$ cat src/rtl/uart_hex_tx_pkg.sv
// Shared types and ASCII helpers for the hex line printer.
package uart_hex_tx_pkg;

  localparam logic [7:0] ASCII_CR = 8'h0d;
  localparam logic [7:0] ASCII_LF = 8'h0a;

  typedef enum logic [1:0] {
    ST_IDLE,
    ST_SEND,
    ST_GAP
  } state_t;

  function automatic logic [7:0] hex_ascii(input logic [3:0] nibble, input logic upper);
    logic [7:0] base;
    if (nibble < 4'd10) begin
      base = 8'h30;
    end else begin
      base = upper ? 8'h37 : 8'h57;  // 'A'-10 or 'a'-10
    end
    return base + {4'h0, nibble};
  endfunction

endpackage

$ cat src/rtl/uart_hex_tx_hex_digit.sv
// Combinational nibble to ASCII hex digit.
module hex_digit
  import uart_hex_tx_pkg::*;
#(
  parameter bit UPPER = 1'b0
) (
  input  logic [3:0] nibble,
  output logic [7:0] ascii
);

  assign ascii = hex_ascii(nibble, UPPER);

endmodule

$ cat src/rtl/uart_hex_tx.sv
// Prints each accepted word as NIBBLES hex digits (MSB first), optional CR LF,
// one character per FIFO write with a mandatory idle cycle between writes.
module uart_hex_tx
  import uart_hex_tx_pkg::*;
#(
  parameter int NIBBLES = 8,
  parameter bit CRLF    = 1'b1,
  parameter bit UPPER   = 1'b0
) (
  input  logic                 clk,
  input  logic                 reset,
  input  logic [4*NIBBLES-1:0] in_data,
  input  logic                 in_strobe,
  output logic                 in_ready,
  output logic                 overrun,
  output logic [7:0]           out_data,
  output logic                 out_strobe,
  input  logic                 out_ready
);

  localparam int W     = 4 * NIBBLES;
  localparam int L     = NIBBLES + (CRLF ? 2 : 0);
  localparam int IDX_W = $clog2(NIBBLES + 3);
  localparam logic [IDX_W-1:0] LAST_IDX = IDX_W'(L - 1);
  localparam logic [IDX_W-1:0] CR_IDX   = IDX_W'(NIBBLES);
  localparam logic [IDX_W-1:0] LF_IDX   = IDX_W'(NIBBLES + 1);

  state_t             state_reg, state_next;
  logic [W-1:0]       shift_reg, shift_next;
  logic [IDX_W-1:0]   idx_reg, idx_next;
  logic               in_ready_reg, in_ready_next;
  logic               overrun_reg, overrun_next;
  logic [7:0]         out_data_reg, out_data_next;
  logic               out_strobe_reg, out_strobe_next;
  logic [7:0]         digit_char;
  logic [7:0]         cur_char;

  // Only the top nibble is ever converted; GAP shifts the next one into place.
  hex_digit #(.UPPER(UPPER)) u_hex_digit (
    .nibble(shift_reg[W-1 -: 4]),
    .ascii (digit_char)
  );

  always_comb begin
    cur_char = digit_char;
    if (CRLF && idx_reg == CR_IDX) begin
      cur_char = ASCII_CR;
    end else if (CRLF && idx_reg == LF_IDX) begin
      cur_char = ASCII_LF;
    end
  end

  always_comb begin
    state_next      = state_reg;
    shift_next      = shift_reg;
    idx_next        = idx_reg;
    out_data_next   = out_data_reg;
    out_strobe_next = 1'b0;
    overrun_next    = overrun_reg | (in_strobe & ~in_ready_reg);
    case (state_reg)
      ST_IDLE: begin
        if (in_strobe && in_ready_reg) begin
          shift_next = in_data;
          idx_next   = '0;
          state_next = ST_SEND;
        end
      end
      ST_SEND: begin
        if (out_ready) begin
          out_data_next   = cur_char;
          out_strobe_next = 1'b1;
          state_next      = ST_GAP;
        end
      end
      ST_GAP: begin
        if (idx_reg == LAST_IDX) begin
          state_next = ST_IDLE;
        end else begin
          idx_next   = idx_reg + IDX_W'(1);
          shift_next = shift_reg << 4;
          state_next = ST_SEND;
        end
      end
      default: state_next = ST_IDLE;
    endcase
    in_ready_next = (state_next == ST_IDLE);
  end

  always_ff @(posedge clk) begin
    if (!reset) begin
      state_reg      <= ST_IDLE;
      shift_reg      <= '0;
      idx_reg        <= '0;
      in_ready_reg   <= 1'b1;
      overrun_reg    <= 1'b0;
      out_data_reg   <= 8'h00;
      out_strobe_reg <= 1'b0;
    end else begin
      state_reg      <= state_next;
      shift_reg      <= shift_next;
      idx_reg        <= idx_next;
      in_ready_reg   <= in_ready_next;
      overrun_reg    <= overrun_next;
      out_data_reg   <= out_data_next;
      out_strobe_reg <= out_strobe_next;
    end
  end

  assign in_ready   = in_ready_reg;
  assign overrun    = overrun_reg;
  assign out_data   = out_data_reg;
  assign out_strobe = out_strobe_reg;

endmodule

$ cat config.mk
export PLATFORM = sky130hd
export DESIGN_NAME = uart_hex_tx
export DESIGN_NICKNAME = d
export VERILOG_FILES = /design/src/rtl/uart_hex_tx_pkg.sv /design/src/rtl/uart_hex_tx_hex_digit.sv /design/src/rtl/uart_hex_tx.sv
export SDC_FILE = /design/constraint.sdc
export NUM_CORES = 1
export LEC_CHECK = 0
export BUFFER_PORTS_ARGS = -buffer_cell sky130_fd_sc_hd__buf_2
export CORE_UTILIZATION = 55
export DETAILED_ROUTE_END_ITERATION = 10
export PLACE_DENSITY = 0.76
export RECOVER_POWER = 50
export SETUP_SLACK_MARGIN = 0.1
export SLEW_MARGIN = 25
export SYNTH_ARGS = -nofsm -noshare
export SYNTH_HDL_FRONTEND = slang
export SYNTH_HIERARCHICAL = 1
export SYNTH_SLANG_ARGS = --single-unit
$ cat constraint.sdc
create_clock -name clk -period 2.1 [get_ports clk]
set_input_delay 0.315 -clock clk [delete_from_list [all_inputs] [get_ports clk]]
set_output_delay 0.315 -clock clk [all_outputs]
set_load 0.02 [all_outputs]
==> results of run 1 <==
## metrics by stage
| step | utilization | setup WS, ns |
|---|---|---|
| 2_1_floorplan | - | 0.466 |
| 3_3_place_gp | 0.666 | 0.408 |
| 3_5_place_dp | 0.666 | 0.364 |
| 4_1_cts | 0.695 | 0.297 |
| 5_1_grt | 0.688 | 0.124 |
| 6_report | 0.688 | 0.284 |
## power groups by stage
stage	registers, mW	logic (mW)	clock network (mW)
after floorplan	1.11	0.320	0
after global placement	1.11	0.451	0
after detailed placement	1.11	0.457	0
after CTS	1.09	0.463	0.715
after global routing	1.11	0.502	0.749
final	1.10	0.458	0.701
## logic make-up (layout without fill, tap and decap cells)
group | Yosys count | count (layout) | share of synthesized area
flops | 49 | 49 | 0.398
compound gates | 95 | 95 | 0.291
fa+ha+maj | 6 | 6 | 0.0335
other cells | 1 | 1 | 0.00152
simple gates | 38 | 38 | 0.0847
buf+inv | 34 | 72 | 0.0745
mux | 28 | 28 | 0.114
xor+xnor | 1 | 1 | 0.00355
## area by class of cell
type | count | area, um2
inverters | 7 | 26.3
clock buffers | 6 | 82.6
flip-flops and latches | 49 | 981
fillers | 349 | 1290
multi-input cells | 169 | 1320
repair buffers | 57 | 340
clock inverters | 2 | 37.5
well taps | 50 | 62.6
## routing by layer
metal  track usage  share of wire  routed length [um]
met1         0.353           0.50                2830
met2         0.403           0.46                2610
met3        0.0428          0.030                 171
met4        0.0969          0.015                  87
met5             0              0                   0
## critical path, cell delays in order (launching register included)
cell                       delay [ns]
sky130_fd_sc_hd__dfxtp_1         0.40
sky130_fd_sc_hd__nor4bb_4        0.29
sky130_fd_sc_hd__clkbuf_2        0.60
sky130_fd_sc_hd__a211oi_1        0.13
sky130_fd_sc_hd__a211oi_1        0.29
## path summary, 6_finish.rpt
check	endpoint	slack (ns)	depth (start not counted)	from
max	shift_reg[29]$_SDFFE_PN0P_	0.28	4	state_reg[0]$_SDFF_PN0_
min	shift_reg[0]$_SDFFE_PN0P_	0.26	3	in_data[0]
max reg2reg	shift_reg[29]$_SDFFE_PN0P_	0.28	4	state_reg[0]$_SDFF_PN0_
min reg2reg	out_data[5]$_SDFFE_PN0P_	0.47	2	out_data[5]$_SDFFE_PN0P_
## placed cells by master (no fill, tap or decap), types with 3 or more instances in the layout
cell type                  count
sky130_fd_sc_hd__dfxtp_1      49
sky130_fd_sc_hd__clkbuf_8      6
sky130_fd_sc_hd__buf_4         4
sky130_fd_sc_hd__o21ai_1       4
sky130_fd_sc_hd__mux2i_1      28
sky130_fd_sc_hd__nand2b_1      3
sky130_fd_sc_hd__nand2_1      16
sky130_fd_sc_hd__buf_12        4
sky130_fd_sc_hd__inv_1         6
sky130_fd_sc_hd__a211oi_2     10
sky130_fd_sc_hd__o21ai_0       4
sky130_fd_sc_hd__a21oi_1       9
sky130_fd_sc_hd__nand3_1       3
sky130_fd_sc_hd__ha_1          5
sky130_fd_sc_hd__o211ai_1      6
sky130_fd_sc_hd__a211oi_1     48
sky130_fd_sc_hd__clkbuf_1     12
sky130_fd_sc_hd__buf_2        35
sky130_fd_sc_hd__o21a_1        3
sky130_fd_sc_hd__o22ai_1       5
==> results by group, run 1 <==
Final layout
  • Final Cell Area: 2850 um2
  • Area added between synthesis and finish: 15.6%
  • Number of nets in the finished design: 331
  • Fraction of layout cells with a size suffix above 1: 0.234
  • Antenna diode count: 0
  • Max FFs per register: 32
  • Post-route insts no fill: 340

Worst setup path
  • Peak fanout along the critical path: 34
  • Required arrival time at the worst endpoint: 2.30 ns
  • Kind of end point of the critical path: flop
  • Critical path class: flop to flop
  • CP Launch Type: flop
  • Worst path arrival time: 2.02 ns

Timing
  • Worst rel slew slack: 0.523
  • Aggregate negative setup slack: 0 ns
  • Hold Violations, Final: 0
  • Hold_ws: 0.264 ns
  • Number of setup violations in the final report: 0
  • Worst clock skew on the final layout: ~0.014 ns
  • Final number of max-transition violations: 0
  • Unrepaired setup endpoints after global routing: false
  • Timing-limited maximum frequency: 0.551 GHz
  • Actual slew at the worst max-slew pin: 0.716 ns
  • Crit path time final: 1.82 ns
  • Post-route fraction of the period consumed by the critical path: 0.865

Power
  • Int Power: between 1.5 and 2 mW
  • Total Power: roughly 2.3 mW
  • Power per cell area: 791 nW/um2
  • Part of the power in the clock network: 0.311
  • Sequential share of power: 0.486
  • Sw frac: 0.282
  • Combinational share of power: 0.203
  • Worst voltage drop across the vdd grid: approximately 0.00041 V
  • Power dissipated by switching net loads: 0.636 mW
  • Static power due to leakage: about 1.3 nW

Floorplanning
  • FP Rows: 23
  • Initial Util: 0.595
  • Die outline width: 69.0 um
  • Ports: 47
  • Die Footprint: around 4800 um2
  • Die extent in y: 69.0 um
  • Standard cell core area: 4140 um2

Logic synthesis
  • Top post-synthesis cells by area: sky130_fd_sc_hd__dfxtp_1 40%, sky130_fd_sc_hd__a211oi_1 14%, sky130_fd_sc_hd__mux2i_1 11%
  • Sequential cell area fraction in the yosys report: 0.398
  • Instance count of the mapped netlist: around 250
  • Async S/R FF share, synth: 0
  • Leading post-synthesis cells by instance count: 49 x sky130_fd_sc_hd__dfxtp_1, 47 x sky130_fd_sc_hd__a211oi_1, 28 x sky130_fd_sc_hd__mux2i_1
  • Nets in the synthesized netlist: 294
  • Dominant cell type by area after synthesis: sky130_fd_sc_hd__dfxtp_1
  • Post-synthesis register bit count: 49
  • Share of the synthesized area in the top cell type: 0.398
  • Synth unique cells: 39
  • Post-synth EDFFs: 0
  • Most frequent cell after synthesis: sky130_fd_sc_hd__dfxtp_1
  • Area of the mapped netlist: 2470 um2
  • Top FF cell, synth: sky130_fd_sc_hd__dfxtp_1
  • Number of warnings reported in the yosys synthesis log: 6
  • Synthesized area per cell: 9.79 um2

Route
  • Detail Route Antenna Nets: 0
  • Number of vias per cell after detailed routing: 6.12
  • Via count of the routed design: 2080
  • Number of remaining DRC errors: 0
  • Violation count after the first detailed-route iteration: 132
  • Total wire length after detailed routing: 5700 um
  • Wirelength per Cell: roughly 17 um
  • Length of the first detailed-routing pass in iterations: 4

Placed design
  • Placed Cells: 332
  • Port buffer count: between 40 and 50
  • DP Wirelength: 3650 um
  • Instance area after placement: between 2000 and 3000 um2
  • RePlAce Congestion: about 0.79

Clock network
  • Maximum root-to-sink buffer count: 2
  • Hold buffer count at cts: 0
  • Post-CTS resize count: 0
  • Worst-path clk slew: 0.09 ns
  • Worst-Skew Late Latency: approximately 0.30 ns
  • CTS Sinks: 49
  • H-tree depth: 2
  • TritonCTS clock tree: yes
  • Setup fix buffers added after clock tree synthesis: 0
  • Clock root cell: sky130_fd_sc_hd__clkbuf_8
  • TritonCTS Buffers: 5

Global route
  • Number of global-route vias before repair: 1914
  • Maximum number of pins on one net before global-route repair: 38
  • Antenna violations before repair: 0
  • Total gr overflow: 0
  • Wire length of the first global-routing pass: 9050 um
  • All-Layer GR Usage: 0.258

Hold path
  • Path class of the lowest-slack min-delay path: input pin to flop

Flow run
  • Maximum Capacitance Violations: 0

Outcome
  • Outcome: completed
Power figures use the tool's default switching activity.
==> run 2, diff against run 1 <==
CELL_PAD_IN_SITES_DETAIL_PLACEMENT = 0   (was unset)
CELL_PAD_IN_SITES_GLOBAL_PLACEMENT = 2   (was unset)
CORE_UTILIZATION = 34   (was 55)
==> results by group, run 2 (synthesized netlist as in run 1, its figures left out) <==
Clock network
  • Worst-Skew Late Latency: 0.30 ns (about the same)
  • Clock root cell: sky130_fd_sc_hd__clkbuf_8
  • Hold buffer count at cts: 0 (unchanged)
  • H-tree depth: 2 (unchanged)
  • Setup fix buffers added after clock tree synthesis: 0 (unchanged)
  • Maximum root-to-sink buffer count: 2 (unchanged)
  • Post-CTS resize count: 0 (unchanged)
  • Worst-path clk slew: 0.10 ns (about the same)
  • CTS Sinks: 49 (unchanged)
  • TritonCTS clock tree: yes
  • TritonCTS Buffers: 5 (unchanged)

Timing
  • Aggregate negative setup slack: 0 ns (unchanged)
  • Final number of max-transition violations: 0 (unchanged)
  • Worst clock skew on the final layout: 0.0105 ns (-0.00317 ns)
  • Hold Violations, Final: 0 (unchanged)
  • Unrepaired setup endpoints after global routing: false
  • Worst rel slew slack: 0.488 (-0.0344)
  • Actual slew at the worst max-slew pin: 0.768 ns (+0.0515 ns)
  • Post-route fraction of the period consumed by the critical path: 0.854 (-0.0103)
  • Number of setup violations in the final report: 0 (unchanged)
  • Timing-limited maximum frequency: 0.557 GHz (+1.2%)
  • Crit path time final: 1.79 ns (-0.0216 ns)

Floorplanning
  • Initial Util: 0.357 (-0.238)
  • Ports: 47 (unchanged)
  • Die outline width: 87.2 um (+26%)
  • Die Footprint: 7600 um2 (+60%)
  • Die extent in y: 87.2 um (+26%)
  • FP Rows: 30 (+30%)
  • Standard cell core area: 6910 um2 (+67%)

Final layout
  • Filler Cell Count: 735 (+110%)
  • Fraction of layout cells with a size suffix above 1: 0.229 (-0.00503)
  • Max FFs per register: 32 (unchanged)
  • Number of nets in the finished design: 333 (+0.60%)
  • Area added between synthesis and finish: 15.6% (unchanged)
  • Most used cells in the layout excluding fill and tap cells: 49 x sky130_fd_sc_hd__dfxtp_1, 47 x sky130_fd_sc_hd__a211oi_1, 34 x sky130_fd_sc_hd__buf_2, 28 x sky130_fd_sc_hd__mux2i_1, 16 x sky130_fd_sc_hd__nand2_1
  • Antenna diode count: 0 (unchanged)
  • Most frequent standard cell in the layout excluding fill and tap cells: sky130_fd_sc_hd__dfxtp_1
  • Post-route insts no fill: 388 (+14%)

Route
  • Total wire length after detailed routing: 6260 um (+9.9%)
  • Wirelength per Cell: 16.1 um (-3.7%)
  • Number of remaining DRC errors: 0 (unchanged)
  • Detail Route Antenna Nets: 0 (unchanged)
  • Via count of the routed design: 2035 (-2.2%)
  • Violation count after the first detailed-route iteration: 79 (-40%)
  • Number of vias per cell after detailed routing: 5.24 (-14%)
  • Length of the first detailed-routing pass in iterations: 4 (unchanged)

Global route
  • All-Layer GR Usage: 0.176 (-0.0822)
  • Number of global-route vias before repair: 1978 (+3.3%)
  • Total gr overflow: 0 (unchanged)
  • Maximum number of pins on one net before global-route repair: 35 (-7.9%)
  • Wire length of the first global-routing pass: 10200 um (+13%)
  • Antenna violations before repair: 0 (unchanged)

Power
  • Worst voltage drop across the vdd grid: 0.000268 V (-34%)
  • Static power due to leakage: 1.23 nW (-2.3%)
  • Power per cell area: 735 nW/um2 (-7.1%)

Placed design
  • Port buffer count: 46 (unchanged)
  • DP Wirelength: 4230 um (+16%)
  • RePlAce Congestion: 0.776 (-2.1%)
  • Placed Cells: 380 (+14%)

Worst setup path
  • Critical path class: flop to flop
  • Peak fanout along the critical path: 8 (-76%)
  • Required arrival time at the worst endpoint: 2.27 ns (-0.03 ns)
  • Worst path arrival time: 1.97 ns (-0.05 ns)
  • Kind of end point of the critical path: flop
  • CP Launch Type: flop

Flow run
  • Maximum Capacitance Violations: 0 (unchanged)

Hold path
  • Path class of the lowest-slack min-delay path: input pin to flop

Outcome
  • Outcome: completed
## run 2: cell count changes in the layout (fill, tap and decap cells not counted), sizes merged
cell | previous run | this run
bufinv | 1 | 0
clkbuf | 20 | 23
## run 2: metrics by stage
step	utilization	area [um2]	power (mW)	hold slack [ns]	worst slack [ns]
global placement	0.408	2820	1.58	0.444	0.382
detailed placement	0.408	2820	1.59	0.459	0.325
floorplan	-	2470	1.43	0.455	0.466
global route	0.413	2850	2.23	0.275	0.117
CTS	0.420	2900	2.15	0.265	0.302
finish	0.413	2850	2.09	0.265	0.306
## run 2: power by group
group | leakage (nW) | switching, mW | total (mW) | internal, mW
clock | 0.0385 | 0.317 | 0.554 | 0.237
sequential | 0.403 | 0.0640 | 1.09 | 1.03
combinational | 0.785 | 0.255 | 0.451 | 0.196
## run 2: critical path: stages (launching register included)
cell	delay (ns)
sky130_fd_sc_hd__dfxtp_1	0.47
sky130_fd_sc_hd__o21a_1	0.25
sky130_fd_sc_hd__ha_1	0.25
sky130_fd_sc_hd__a21oi_1	0.20
sky130_fd_sc_hd__or3b_1	0.37
sky130_fd_sc_hd__nand2_1	0.06
sky130_fd_sc_hd__o22ai_1	0.06
## run 2: metal layers
| layer | GRT usage | up-vias | wire (um) |
|---|---|---|---|
| met3 | 0.0351 | 2 | 249 |
| met4 | 0.0447 | 0 | 31 |
| li1 | - | 1022 | - |
| met5 | 0 | - | 0 |
| met1 | 0.247 | 968 | 3050 |
| met2 | 0.275 | 43 | 2930 |
## run 2: area by class of cell
type | instances | area (um2) | area share
clock buffer | 7 | 76.3 | 0.0268
clock inverter | 1 | 7.51 | 0.00263
inverter | 7 | 26.3 | 0.00921
multi-input combinational | 169 | 1310 | 0.460
sequential | 49 | 981 | 0.344
tap | 96 | 120 | 0.0421
timing repair buffer | 59 | 329 | 0.115
## run 2: worst paths after layout
check | startpoint | end | slack (ns) | depth (start not counted)
hold / removal | in_data[0] | shift_reg[0]$_SDFFE_PN0P_ | 0.27 | 3
setup / recovery | shift_reg[30]$_SDFFE_PN0P_ | out_data[5]$_SDFFE_PN0P_ | 0.31 | 6
hold reg to reg | overrun$_SDFF_PN0_ | overrun$_SDFF_PN0_ | 0.48 | 2
setup reg to reg | shift_reg[30]$_SDFFE_PN0P_ | out_data[5]$_SDFFE_PN0P_ | 0.31 | 6
